===== config.mk =====
export PLATFORM = sky130hd
export DESIGN_NAME = count_ctrl
export DESIGN_NICKNAME = d
export VERILOG_FILES = /design/src/rtl/count_ctrl_pkg.sv /design/src/rtl/count_ctrl_debounce.sv /design/src/rtl/count_ctrl.sv
export SDC_FILE = /design/constraint.sdc
export NUM_CORES = 1
export LEC_CHECK = 0
export ABC_AREA = 1
export BUFFER_PORTS_ARGS = -buffer_cell sky130_fd_sc_hd__buf_2
export CAP_MARGIN = 20
export CORE_MARGIN = 10
export CORE_UTILIZATION = 35
export DETAILED_ROUTE_END_ITERATION = 16
export PLACE_DENSITY = 0.58
export RECOVER_POWER = 50
export SLEW_MARGIN = 20
export SYNTH_ARGS = -nofsm -noshare
export SYNTH_HDL_FRONTEND = slang
export SYNTH_HIERARCHICAL = 1
export SYNTH_SLANG_ARGS = --single-unit

===== constraint.sdc =====
create_clock -name clk -period 1.55 [get_ports clk]
set_input_delay 0.2325 -clock clk [delete_from_list [all_inputs] [get_ports clk]]
set_output_delay 0.2325 -clock clk [all_outputs]
set_load 0.02 [all_outputs]

===== src/rtl/count_ctrl_pkg.sv =====
// count_ctrl_pkg
// Shared definitions for the push-button step controller: the press FSM
// state encoding, the default timing parameters and a saturating
// increment helper for the 8-bit internal counters.
package count_ctrl_pkg;

    typedef enum logic [1:0] {
        ST_IDLE    = 2'b00,
        ST_HOLD    = 2'b01,
        ST_REPEAT  = 2'b10,
        ST_LOCKOUT = 2'b11
    } state_t;

    localparam int DEBOUNCE_DEF      = 4;
    localparam int HOLD_DELAY_DEF    = 16;
    localparam int REPEAT_PERIOD_DEF = 4;

    // Counters stick at 8'hFF instead of wrapping.
    function automatic logic [7:0] sat_inc(input logic [7:0] v);
        return (v == 8'hFF) ? v : v + 8'd1;
    endfunction

endpackage


===== src/rtl/count_ctrl_debounce.sv =====
// count_ctrl_debounce
// Two-flop synchroniser followed by a stability counter for one raw button.
// Ports:
//   clk      system clock
//   rst      synchronous active-high reset
//   btn_raw  asynchronous raw button input
//   level    debounced level (registered)
module count_ctrl_debounce
    import count_ctrl_pkg::*;
#(
    parameter int DEBOUNCE = DEBOUNCE_DEF
) (
    input  logic clk,
    input  logic rst,
    input  logic btn_raw,
    output logic level
);

    localparam logic [7:0] THRESH = 8'(DEBOUNCE - 1);

    logic       sync1_q, sync1_d;
    logic       sync2_q, sync2_d;
    logic       level_q, level_d;
    logic [7:0] cnt_q, cnt_d;

    always_comb begin
        sync1_d = btn_raw;
        sync2_d = sync1_q;
        level_d = level_q;
        cnt_d   = 8'd0;
        // Any sample matching the current level leaves cnt_d at zero.
        if (sync2_q != level_q) begin
            if (cnt_q >= THRESH) begin
                level_d = sync2_q;
            end else begin
                cnt_d = sat_inc(cnt_q);
            end
        end
    end

    always_ff @(posedge clk) begin
        if (rst) begin
            sync1_q <= 1'b0;
            sync2_q <= 1'b0;
            level_q <= 1'b0;
            cnt_q   <= 8'd0;
        end else begin
            sync1_q <= sync1_d;
            sync2_q <= sync2_d;
            level_q <= level_d;
            cnt_q   <= cnt_d;
        end
    end

    assign level = level_q;

endmodule


===== src/rtl/count_ctrl.sv =====
// count_ctrl
// Turns two raw up/down pushbuttons into single-cycle step requests for a
// downstream up/down counter, with hold-to-auto-repeat and a lockout when
// both buttons are pressed.
// Ports:
//   clk        system clock
//   rst        synchronous active-high reset
//   btn_up     raw up button
//   btn_down   raw down button
//   enable     one-cycle step request (registered)
//   direction  1 = up, 0 = down; holds its value between pulses (registered)
//   busy       any button debounced-pressed (registered)
//
// state      | meaning
// IDLE       | no button pressed, waiting for a single press
// HOLD       | press accepted, first step sent, timing hold delay
// REPEAT     | auto-repeat, one step every REPEAT_PERIOD cycles
// LOCKOUT    | both buttons seen, silent until both released
module count_ctrl
    import count_ctrl_pkg::*;
#(
    parameter int DEBOUNCE      = DEBOUNCE_DEF,
    parameter int HOLD_DELAY    = HOLD_DELAY_DEF,
    parameter int REPEAT_PERIOD = REPEAT_PERIOD_DEF
) (
    input  logic clk,
    input  logic rst,
    input  logic btn_up,
    input  logic btn_down,
    output logic enable,
    output logic direction,
    output logic busy
);

    localparam logic [7:0] HOLD_TH = 8'(HOLD_DELAY - 1);
    localparam logic [7:0] REP_TH  = 8'(REPEAT_PERIOD - 1);

    logic up_lvl, dn_lvl;

    count_ctrl_debounce #(.DEBOUNCE(DEBOUNCE)) u_db_up (
        .clk     (clk),
        .rst     (rst),
        .btn_raw (btn_up),
        .level   (up_lvl)
    );

    count_ctrl_debounce #(.DEBOUNCE(DEBOUNCE)) u_db_dn (
        .clk     (clk),
        .rst     (rst),
        .btn_raw (btn_down),
        .level   (dn_lvl)
    );

    state_t     state_q, state_d;
    logic [7:0] cnt_q, cnt_d;
    logic       enable_q, enable_d;
    logic       direction_q, direction_d;
    logic       busy_q, busy_d;
    logic       active_lvl, other_lvl;

    // The button that started the press is the one direction_q names.
    assign active_lvl = direction_q ? up_lvl : dn_lvl;
    assign other_lvl  = direction_q ? dn_lvl : up_lvl;

    always_comb begin
        state_d     = state_q;
        cnt_d       = cnt_q;
        enable_d    = 1'b0;
        direction_d = direction_q;
        busy_d      = up_lvl | dn_lvl;
        case (state_q)
            ST_IDLE: begin
                cnt_d = 8'd0;
                if (up_lvl && dn_lvl) begin
                    state_d = ST_LOCKOUT;
                end else if (up_lvl || dn_lvl) begin
                    state_d     = ST_HOLD;
                    enable_d    = 1'b1;
                    direction_d = up_lvl;
                end
            end
            ST_HOLD, ST_REPEAT: begin
                if (other_lvl) begin
                    state_d = ST_LOCKOUT;
                    cnt_d   = 8'd0;
                end else if (!active_lvl) begin
                    state_d = ST_IDLE;
                    cnt_d   = 8'd0;
                end else if ((cnt_q >= ((state_q == ST_HOLD) ? HOLD_TH : REP_TH))
                             && !enable_q) begin
                    // The !enable_q guard keeps pulses at least two cycles
                    // apart even with a period or delay of one.
                    state_d  = ST_REPEAT;
                    enable_d = 1'b1;
                    cnt_d    = 8'd0;
                end else begin
                    cnt_d = sat_inc(cnt_q);
                end
            end
            ST_LOCKOUT: begin
                cnt_d = 8'd0;
                if (!up_lvl && !dn_lvl) begin
                    state_d = ST_IDLE;
                end
            end
            default: begin
                state_d = ST_IDLE;
                cnt_d   = 8'd0;
            end
        endcase
    end

    always_ff @(posedge clk) begin
        if (rst) begin
            state_q     <= ST_IDLE;
            cnt_q       <= 8'd0;
            enable_q    <= 1'b0;
            direction_q <= 1'b1;
            busy_q      <= 1'b0;
        end else begin
            state_q     <= state_d;
            cnt_q       <= cnt_d;
            enable_q    <= enable_d;
            direction_q <= direction_d;
            busy_q      <= busy_d;
        end
    end

    assign enable    = enable_q;
    assign direction = direction_q;
    assign busy      = busy_q;

endmodule


==> results of run 1 <==
how the worst max path moves through the flow:
stage | from | endpoint | slack (ns) | cells past startpoint
after CTS | state_q[1] | cnt_q[2] | -0.07 | 11
final | state_q[1] | cnt_q[2] | -0.03 | 11
after global placement | state_q[1] | cnt_q[5] | -0.06 | 11
after floorplan | state_q[1] | state_q[0] | 0.009 | 13
after detailed placement | state_q[1] | cnt_q[5] | -0.10 | 11
after global routing | state_q[1] | cnt_q[6] | -0.20 | 11
worst max-delay path, cell delays in order (launching register included):
cell      delay, ns
dfxtp_2        0.33
inv_2          0.04
ha_4           0.15
inv_4          0.07
ha_4           0.20
nand2_2        0.05
nand2_1        0.04
nor2_1         0.10
nand2_1        0.08
nand2_2        0.13
nand3_4        0.14
a211oi_2       0.17
power by group:
group	leakage (nW)	switching (mW)	internal [mW]
logic	0.568	0.103	0.0693
clock network	0.0402	0.345	0.312
registers	0.289	0.0207	0.933
through the flow:
stage / hold slack, ns / power, mW / instances
global placement: 0.3909 / 1.121 / 293
global route: 0.1401 / 1.873 / 301
CTS: 0.1293 / 1.812 / 301
detailed placement: 0.3924 / 1.124 / 293
finish: 0.1379 / 1.783 / 301
floorplan: 0.2942 / 1.079 / 226
routing by layer:
layer | up-vias | track usage, % | routed length (um)
met1 | 553 | 9.534 | 1429
met5 | - | 0 | 0
li1 | 716 | - | -
met2 | 12 | 12.70 | 1278
met4 | 0 | 4.348 | 36
met3 | 5 | 3.064 | 105
cell usage in the layout, fill, tap and decap left out, drive strengths merged:
cell      netlist  routed
a211oi          4       4
a21boi          2       2
a21oi           9       9
a31oi           1       1
buf             0      13
clkbuf          0       7
clkinv          0       1
clkinvlp        0       2
conb            2      12
dfxtp          35      35
ha             12      12
inv            40      40
nand2          46      46
nand3          14      14
nor2           42      42
o211ai          1       1
o21ai           6       6
o31ai           1       1
xor2            1       1
state kept, by name, indices dropped and copies added, names as in the netlist:
register         flops
cnt_q                8
u_db_up/sync1_q      1
u_db_dn/sync2_q      1
direction            1
state_q              2
u_db_dn/cnt_q        8
u_db_up/sync2_q      1
u_db_dn/sync1_q      1
u_db_up/level        1
busy                 1
u_db_up/cnt_q        8
u_db_dn/level        1
enable               1
final cells by class:
cell class	count	area [sq um]	area share, %
Tap cell	52	65.06	3.289
Clock inverter	3	20.02	1.012
Timing Repair Buffer	15	95.09	4.807
Inverter	40	152.6	7.717
Multi-Input combinational cell	151	873.3	44.15
Sequential cell	35	703.2	35.55
Clock buffer	5	68.82	3.479
logic make-up (layout without fill, tap and decap cells):
logic type      count (synthesis)  after routing  share of synthesized area, %
compound gates                 24             24                         9.056
xor+xnor                        1              1                        0.5419
fa+ha+maj                      12             12                         9.288
buf+inv                        40             63                         9.288
flops                          35             35                         43.34
other cells                     2             12                        0.4646
simple gates                  102            102                         28.02
repair_timing:
| action | 4_1_cts | 5_1_grt |
|---|---|---|
| pin swaps | 5 | 4 |
| hold endpoints to repair | 0 | 0 |
| resized for setup | 9 | 4 |
| endpoints found under the setup margin | 11 | 11 |
| buffers inserted | 0 | 0 |
Yosys cell counts (3+ instances only):
master / count
nor2_4: 3
o21ai_0: 6
inv_1: 38
ha_1: 12
nand2_1: 45
dfxtp_1: 35
a21oi_1: 9
a211oi_1: 3
nand3_1: 11
nor2_1: 37
==> results.ini, run 1 <==
[finish]
num_antenna_cells=0
drive_gt1_share_pct=19.28
n_fill_cell=454
fin_area_sq_um=1978
finish.utilization_pct=44.81
finalNetCount=264
syn_to_final_growth_pct=22.37

[die]
fp.dieH_um=87.96
core_area_sq_um=4414
pin_count=7
dieArea_sq_um=7737
die_w_um=87.96
std_cell_rows=24
start_util_pct=36.62

[timing]
setup_ws_ns=-0.03212
fin_crit_sh_pct=102.1
layout_min_cycle_time_ns=1.582
drv_slew=0
max_freq_mhz=632.1
report.final.setup_viol=6
finalHoldViolCount=0
finClkSkew_ns=0.005604
rsz0062_at_grt=true
finalSetupTns_ns=-0.1272

[min_path]
holdPathEnd=u_db_dn/sync1_q
hold_path_depth=3
hp-class=primary input to register
min_from=btn_down

[synthesis]
synth_warnings=6
synthCells=216
synth_seq_cells=35
seq_area_frac_synth_pct=43.34
post-synth-top-area-cell=dfxtp_1
synth_top_area_share_pct=43.34
synthFlopType=dfxtp_1
ys_types=22
syn_area_sq_um=1617
synth_area_per_cell_sq_um=7.484
yosys-top-cells-area=dfxtp_1, nand2_1, ha_1
synth_edf_count=0
synthArstFlopShare_pct=0

[power_and_ir_drop]
power.leakage_nw=0.8973
p_per_area_nw_per_um2=901.4
vdd_drop_max_mv=0.5108

[clocking]
cts.sinks=35
tritoncts=done
cts_max_level=2
cts.clk_slew.worst_paths_ns=0.08
clock_path_buffers=2
cts-root-buf=clkbuf_8
hold_buffers=0
clkLatencyLatePin_ns=0.29
cts-buffers-inserted=5

[setup_path]
r2r_end=cnt_q[2]
critPathMaxFanout=8
reg2reg_from=state_q[1]
cp-start-kind=register
cp-end-kind=register
arrival_ns=1.79
r2r_slack_ns=-0.03
required_ns=1.76
reg2regPathDepth=11
crit_type=register to register

[detailed_routing]
via_count=1286
drt_pass1_iterations=4
routedWlPerCell_um=9.465
via_per_inst=4.272
ant_nets=0
postRouteWirelength_um=2849
drc=0
drtIter0Drc=39

[placed_design]
place_area_sq_um=1822
hpwlAfterDp_um=2164
place_ws_ns=-0.1041
place.gp.congestion=0.7494
io_buffers=6

[grt]
grt_max_degree=13
grt_antenna_before_repair=0
grt_pass1_vias=1203
grt_pass1_wl_um=5057
grt.overflow.total=0
grt_usage_pct=8.170

[job]
cap_violations=0

[outcome]
status=finished with violations
violations=setup timing

Note: power is estimated with default switching activity, not from simulation.
==> run 2: changes to the inputs <==
--- a/config.mk
+++ b/config.mk
@@ -9,9 +9,10 @@
 export BUFFER_PORTS_ARGS = -buffer_cell sky130_fd_sc_hd__buf_2
 export CAP_MARGIN = 20
 export CORE_MARGIN = 10
-export CORE_UTILIZATION = 35
+export CORE_UTILIZATION = 40
 export DETAILED_ROUTE_END_ITERATION = 16
-export PLACE_DENSITY = 0.58
+export HOLD_SLACK_MARGIN = 0.06
+export PLACE_DENSITY = 0.64
 export RECOVER_POWER = 50
 export SLEW_MARGIN = 20
 export SYNTH_ARGS = -nofsm -noshare
==> results.ini, run 2 (same netlist as run 1, synthesis figures left out) <==
[setup_path]
cp-start-kind=register
crit_type=register to register
max_stage_delay_ns=0.34
crit_path_top_delay_cell=dfxtp_2
crit_path_cell_trace=inv_2, ha_4, inv_4, ha_4, nand2_2, nor2_1, nor2_1, nand2_1, nand2_2, nand3_4, buf_6, nor2_1
critPathMostFrequentCell=nor2_1
arrival_ns=1.82
r2r_slack_ns=-0.04
required_ns=1.78
cp-end-kind=register
critPathMaxFanout=8

[die]
fp.dieH_um=83.57
start_util_pct=41.00
die_w_um=83.57
dieArea_sq_um=6984
std_cell_rows=23
core_area_sq_um=3943
pin_count=7

[detailed_routing]
via_count=1287
drtIter0Drc=43
drc=0
ant_nets=0
drt_pass1_iterations=4
routedWlPerCell_um=9.332
via_per_inst=4.319
postRouteWirelength_um=2781

[finish]
n_fill_cell=398
finalNetCount=263
stdcell_count=298
fin_area_sq_um=1991
seq_area_sq_um=703.2
multi_input_area_sq_um=880.8
drive_gt1_share_pct=18.55
final_common_cell=nand2_1
top_regs=cnt_q: 8 flops, u_db_dn/cnt_q: 8 flops, u_db_up/cnt_q: 8 flops
syn_to_final_growth_pct=23.14
num_antenna_cells=0
final_cell_mix=nand2_1, nor2_1, inv_1

[placed_design]
io_buffers=6
place_ws_ns=-0.07827
dp_cells=288
place_area_sq_um=1797
hpwlAfterDp_um=2045
place.gp.congestion=0.7737

[timing]
report.final.setup_viol=5
finalSetupTns_ns=-0.1156
max_freq_mhz=627.6
setup_ws_ns=-0.04349
finalHoldViolCount=0
drv_slew=0
fin_crit_sh_pct=102.8
whs_ns=0.1430
finClkSkew_ns=0.008641
layout_min_cycle_time_ns=1.593
rsz0062_at_grt=true

[clocking]
clock_path_buffers=2
cts.clk_slew.worst_paths_ns=0.07
cts-buffers-inserted=5
tritoncts=done
cts_max_level=2
cts.sinks=35
hold_buffers=0
cts-root-buf=clkbuf_8
clkLatencyLatePin_ns=0.29

[grt]
grt_usage_pct=8.608
grt.overflow.total=0
grt_max_degree=12
grt_pass1_wl_um=4988
grt_antenna_before_repair=0
grt_pass1_vias=1207

[job]
cap_violations=0

[power_and_ir_drop]
vdd_drop_max_mv=0.5796
p_per_area_nw_per_um2=937.6
power.leakage_nw=0.9045

[min_path]
hp-class=primary input to register

[outcome]
violations=setup timing
status=finished with violations

==> run 2: worst max-delay path: cells and delay by family (launching register included) <==
| kind | cells | cell delay [ns] |
|---|---|---|
| and+or+nand+nor | 7 | 0.59 |
| DFF | 1 | 0.34 |
| adders and majority gates | 2 | 0.35 |
| buffers and inverters | 3 | 0.26 |
==> run 2: final cells by class <==
type	instances	share of cell area (%)
timing repair buffer	14	4.588
multi-input combinational	151	44.25
sequential	35	35.32
clock buffer	8	5.028
tap	50	3.143
inverter	40	7.668
==> run 2: timing repair <==
action,CTS,global route
setup buffers,3,0
setup endpoints to repair,11,11
resized for setup,13,2
gates cloned,0,0
pin swaps,12,7
==> run 2: metal layers <==
| layer | vias to the layer above | track usage (%) | wire (um) |
|---|---|---|---|
| li1 | 711 | - | - |
| met1 | 558 | 9.699 | 1369 |
| met2 | 13 | 13.73 | 1294 |
| met3 | 5 | 2.637 | 65 |
| met4 | 0 | 5.479 | 53 |
| met5 | - | 0 | 0 |
==> run 2: path summary, 6_finish.rpt <==
kind,cells after the start,end,start
max,12,cnt_q[4],state_q[1]
min,3,u_db_dn/sync1_q,btn_down
max reg2reg,12,cnt_q[4],state_q[1]
min reg2reg,2,u_db_up/sync2_q,u_db_up/sync1_q
==> run 2: report_power, final <==
part	leakage (nW)	internal, mW	switching, mW	total [mW]
logic	0.564	0.0789	0.104	0.183
clock network	0.0515	0.405	0.322	0.728
registers	0.289	0.933	0.0224	0.956
==> run 2: through the flow <==
step           total power, mW  util [%]
3_3_place_gp             1.116     45.57
6_report                 1.866     50.49
4_1_cts                  1.889     50.46
2_1_floorplan            1.079         -
5_1_grt                  1.960     50.49
3_5_place_dp             1.120     45.57
==> run 3: changes to the inputs <==
--- a/config.mk
+++ b/config.mk
@@ -8,11 +8,13 @@
 export ABC_AREA = 1
 export BUFFER_PORTS_ARGS = -buffer_cell sky130_fd_sc_hd__buf_2
 export CAP_MARGIN = 20
+export CELL_PAD_IN_SITES_DETAIL_PLACEMENT = 0
+export CELL_PAD_IN_SITES_GLOBAL_PLACEMENT = 1
 export CORE_MARGIN = 10
 export CORE_UTILIZATION = 40
 export DETAILED_ROUTE_END_ITERATION = 16
 export HOLD_SLACK_MARGIN = 0.06
-export PLACE_DENSITY = 0.64
+export PLACE_DENSITY = 0.8
 export RECOVER_POWER = 50
 export SLEW_MARGIN = 20
 export SYNTH_ARGS = -nofsm -noshare
==> results.ini, run 3 (same netlist as run 1, synthesis figures left out) <==
[outcome]
violations=setup timing
status=finished with violations

[detailed_routing]
routedWlPerCell_um=9.559
drc=0
drtIter0Drc=29
via_count=1276
postRouteWirelength_um=2839
via_per_inst=4.296
drt_pass1_iterations=4
ant_nets=0

[timing]
finalSetupTns_ns=-0.2483
layout_min_cycle_time_ns=1.624
finalHoldViolCount=0
relSlewSlack_pct=63.43
report.final.setup_viol=8
drv_slew=0
setup_ws_ns=-0.07390
rsz0062_at_grt=true
worst_pin_slew_ns=0.5485
finClkSkew_ns=0.003642
max_freq_mhz=615.8
fin_crit_sh_pct=104.8

[power_and_ir_drop]
vdd_drop_max_mv=0.7977
p_per_area_nw_per_um2=953.6
power.leakage_nw=0.9111
power_mw=1.940

[placed_design]
io_buffers=6
hpwlAfterDp_um=2085
place_ws_ns=-0.1208
place_area_sq_um=1812
place.gp.congestion=0.7815

[die]
die_w_um=83.57
start_util_pct=41.00
std_cell_rows=23
dieArea_sq_um=6984
pin_count=7
fp.dieH_um=83.57
core_area_sq_um=3943

[grt]
grt_antenna_before_repair=0
grt_pass1_vias=1297
grt_pass1_wl_um=5237
grt_max_degree=12
grt.overflow.total=0
grt_usage_pct=8.878

[clocking]
cts-root-buf=clkbuf_8
clock_path_buffers=2
cts-buffers-inserted=5
clkLatencyLatePin_ns=0.28
cts.clk_slew.worst_paths_ns=0.07
cts_max_level=2
cts_setup_buffers=0
tritoncts=done
cts.sinks=35
hold_buffers=0

[setup_path]
crit_type=register to register
arrival_ns=1.83
cp-end-kind=register
critPathMaxFanout=4
cp-start-kind=register
required_ns=1.76

[finish]
fin_area_sq_um=2034
drive_gt1_share_pct=23.08
final_common_cell=nand2_1
top_regs=cnt_q: 8 flops, u_db_dn/cnt_q: 8 flops, u_db_up/cnt_q: 8 flops
num_antenna_cells=0
finalNetCount=263
finish.utilization_pct=51.60
syn_to_final_growth_pct=25.85
final_cell_mix=nand2_1, inv_1, nor2_1

[min_path]
hp-class=primary input to register

[job]
cap_violations=0

==> run 3: cell count changes in the layout (fill, tap and decap cells not counted), sizes merged <==
| cell | before | now |
|---|---|---|
| clkbuf | 10 | 7 |
| bufinv | 0 | 1 |
| clkinvlp | 0 | 1 |
==> run 3: timing repair <==
item,CTS,global route
resized for setup,11,16
pin swaps,4,5
cloned,0,0
setup endpoints to repair,11,11
hold endpoints to repair,0,0
==> run 3: report_power, final <==
part	switching (mW)	internal (mW)	leakage [nW]
registers	0.0203	0.933	0.289
clock network	0.322	0.470	0.0502
logic	0.117	0.0776	0.572
==> run 3: cell type report <==
cell class / instances / area (sq um)
Clock buffer: 5 / 68.82
Timing Repair Buffer: 14 / 87.58
Clock inverter: 2 / 37.54
Sequential cell: 35 / 703.2
Inverter: 40 / 152.6
Multi-Input combinational cell: 151 / 922.1
Fill cell: 378 / 1908
Tap cell: 50 / 62.56
==> run 3: critical path, cell delays in order, from the launching register on <==
cell	delay (ns)
dfxtp_2	0.36
buf_4	0.13
inv_1	0.04
ha_1	0.23
a21oi_1	0.47
nand3_2	0.16
a21oi_2	0.16
==> run 3: layer usage <==
metal / share of wire (%) / GRT usage, %
met2: 48 / 14.84
met3: 3.0 / 2.832
met1: 47 / 9.511
met5: 0 / 0
met4: 1.7 / 5.327
==> run 3: worst paths after layout <==
kind / endpoint / depth (start not counted) / slack (ns) / start
max: state_q[1] / 6 / -0.07 / state_q[0]
min: u_db_dn/sync1_q / 3 / 0.15 / btn_down
max reg2reg: state_q[1] / 6 / -0.07 / state_q[0]
min reg2reg: u_db_up/sync2_q / 2 / 0.41 / u_db_up/sync1_q
==> run 3: through the flow <==
step | std cells | hold WS (ns)
after floorplan | 226 | 0.2942
after global placement | 290 | 0.3919
after detailed placement | 290 | 0.3964
after CTS | 297 | 0.1376
after global routing | 297 | 0.1658
final | 297 | 0.1463
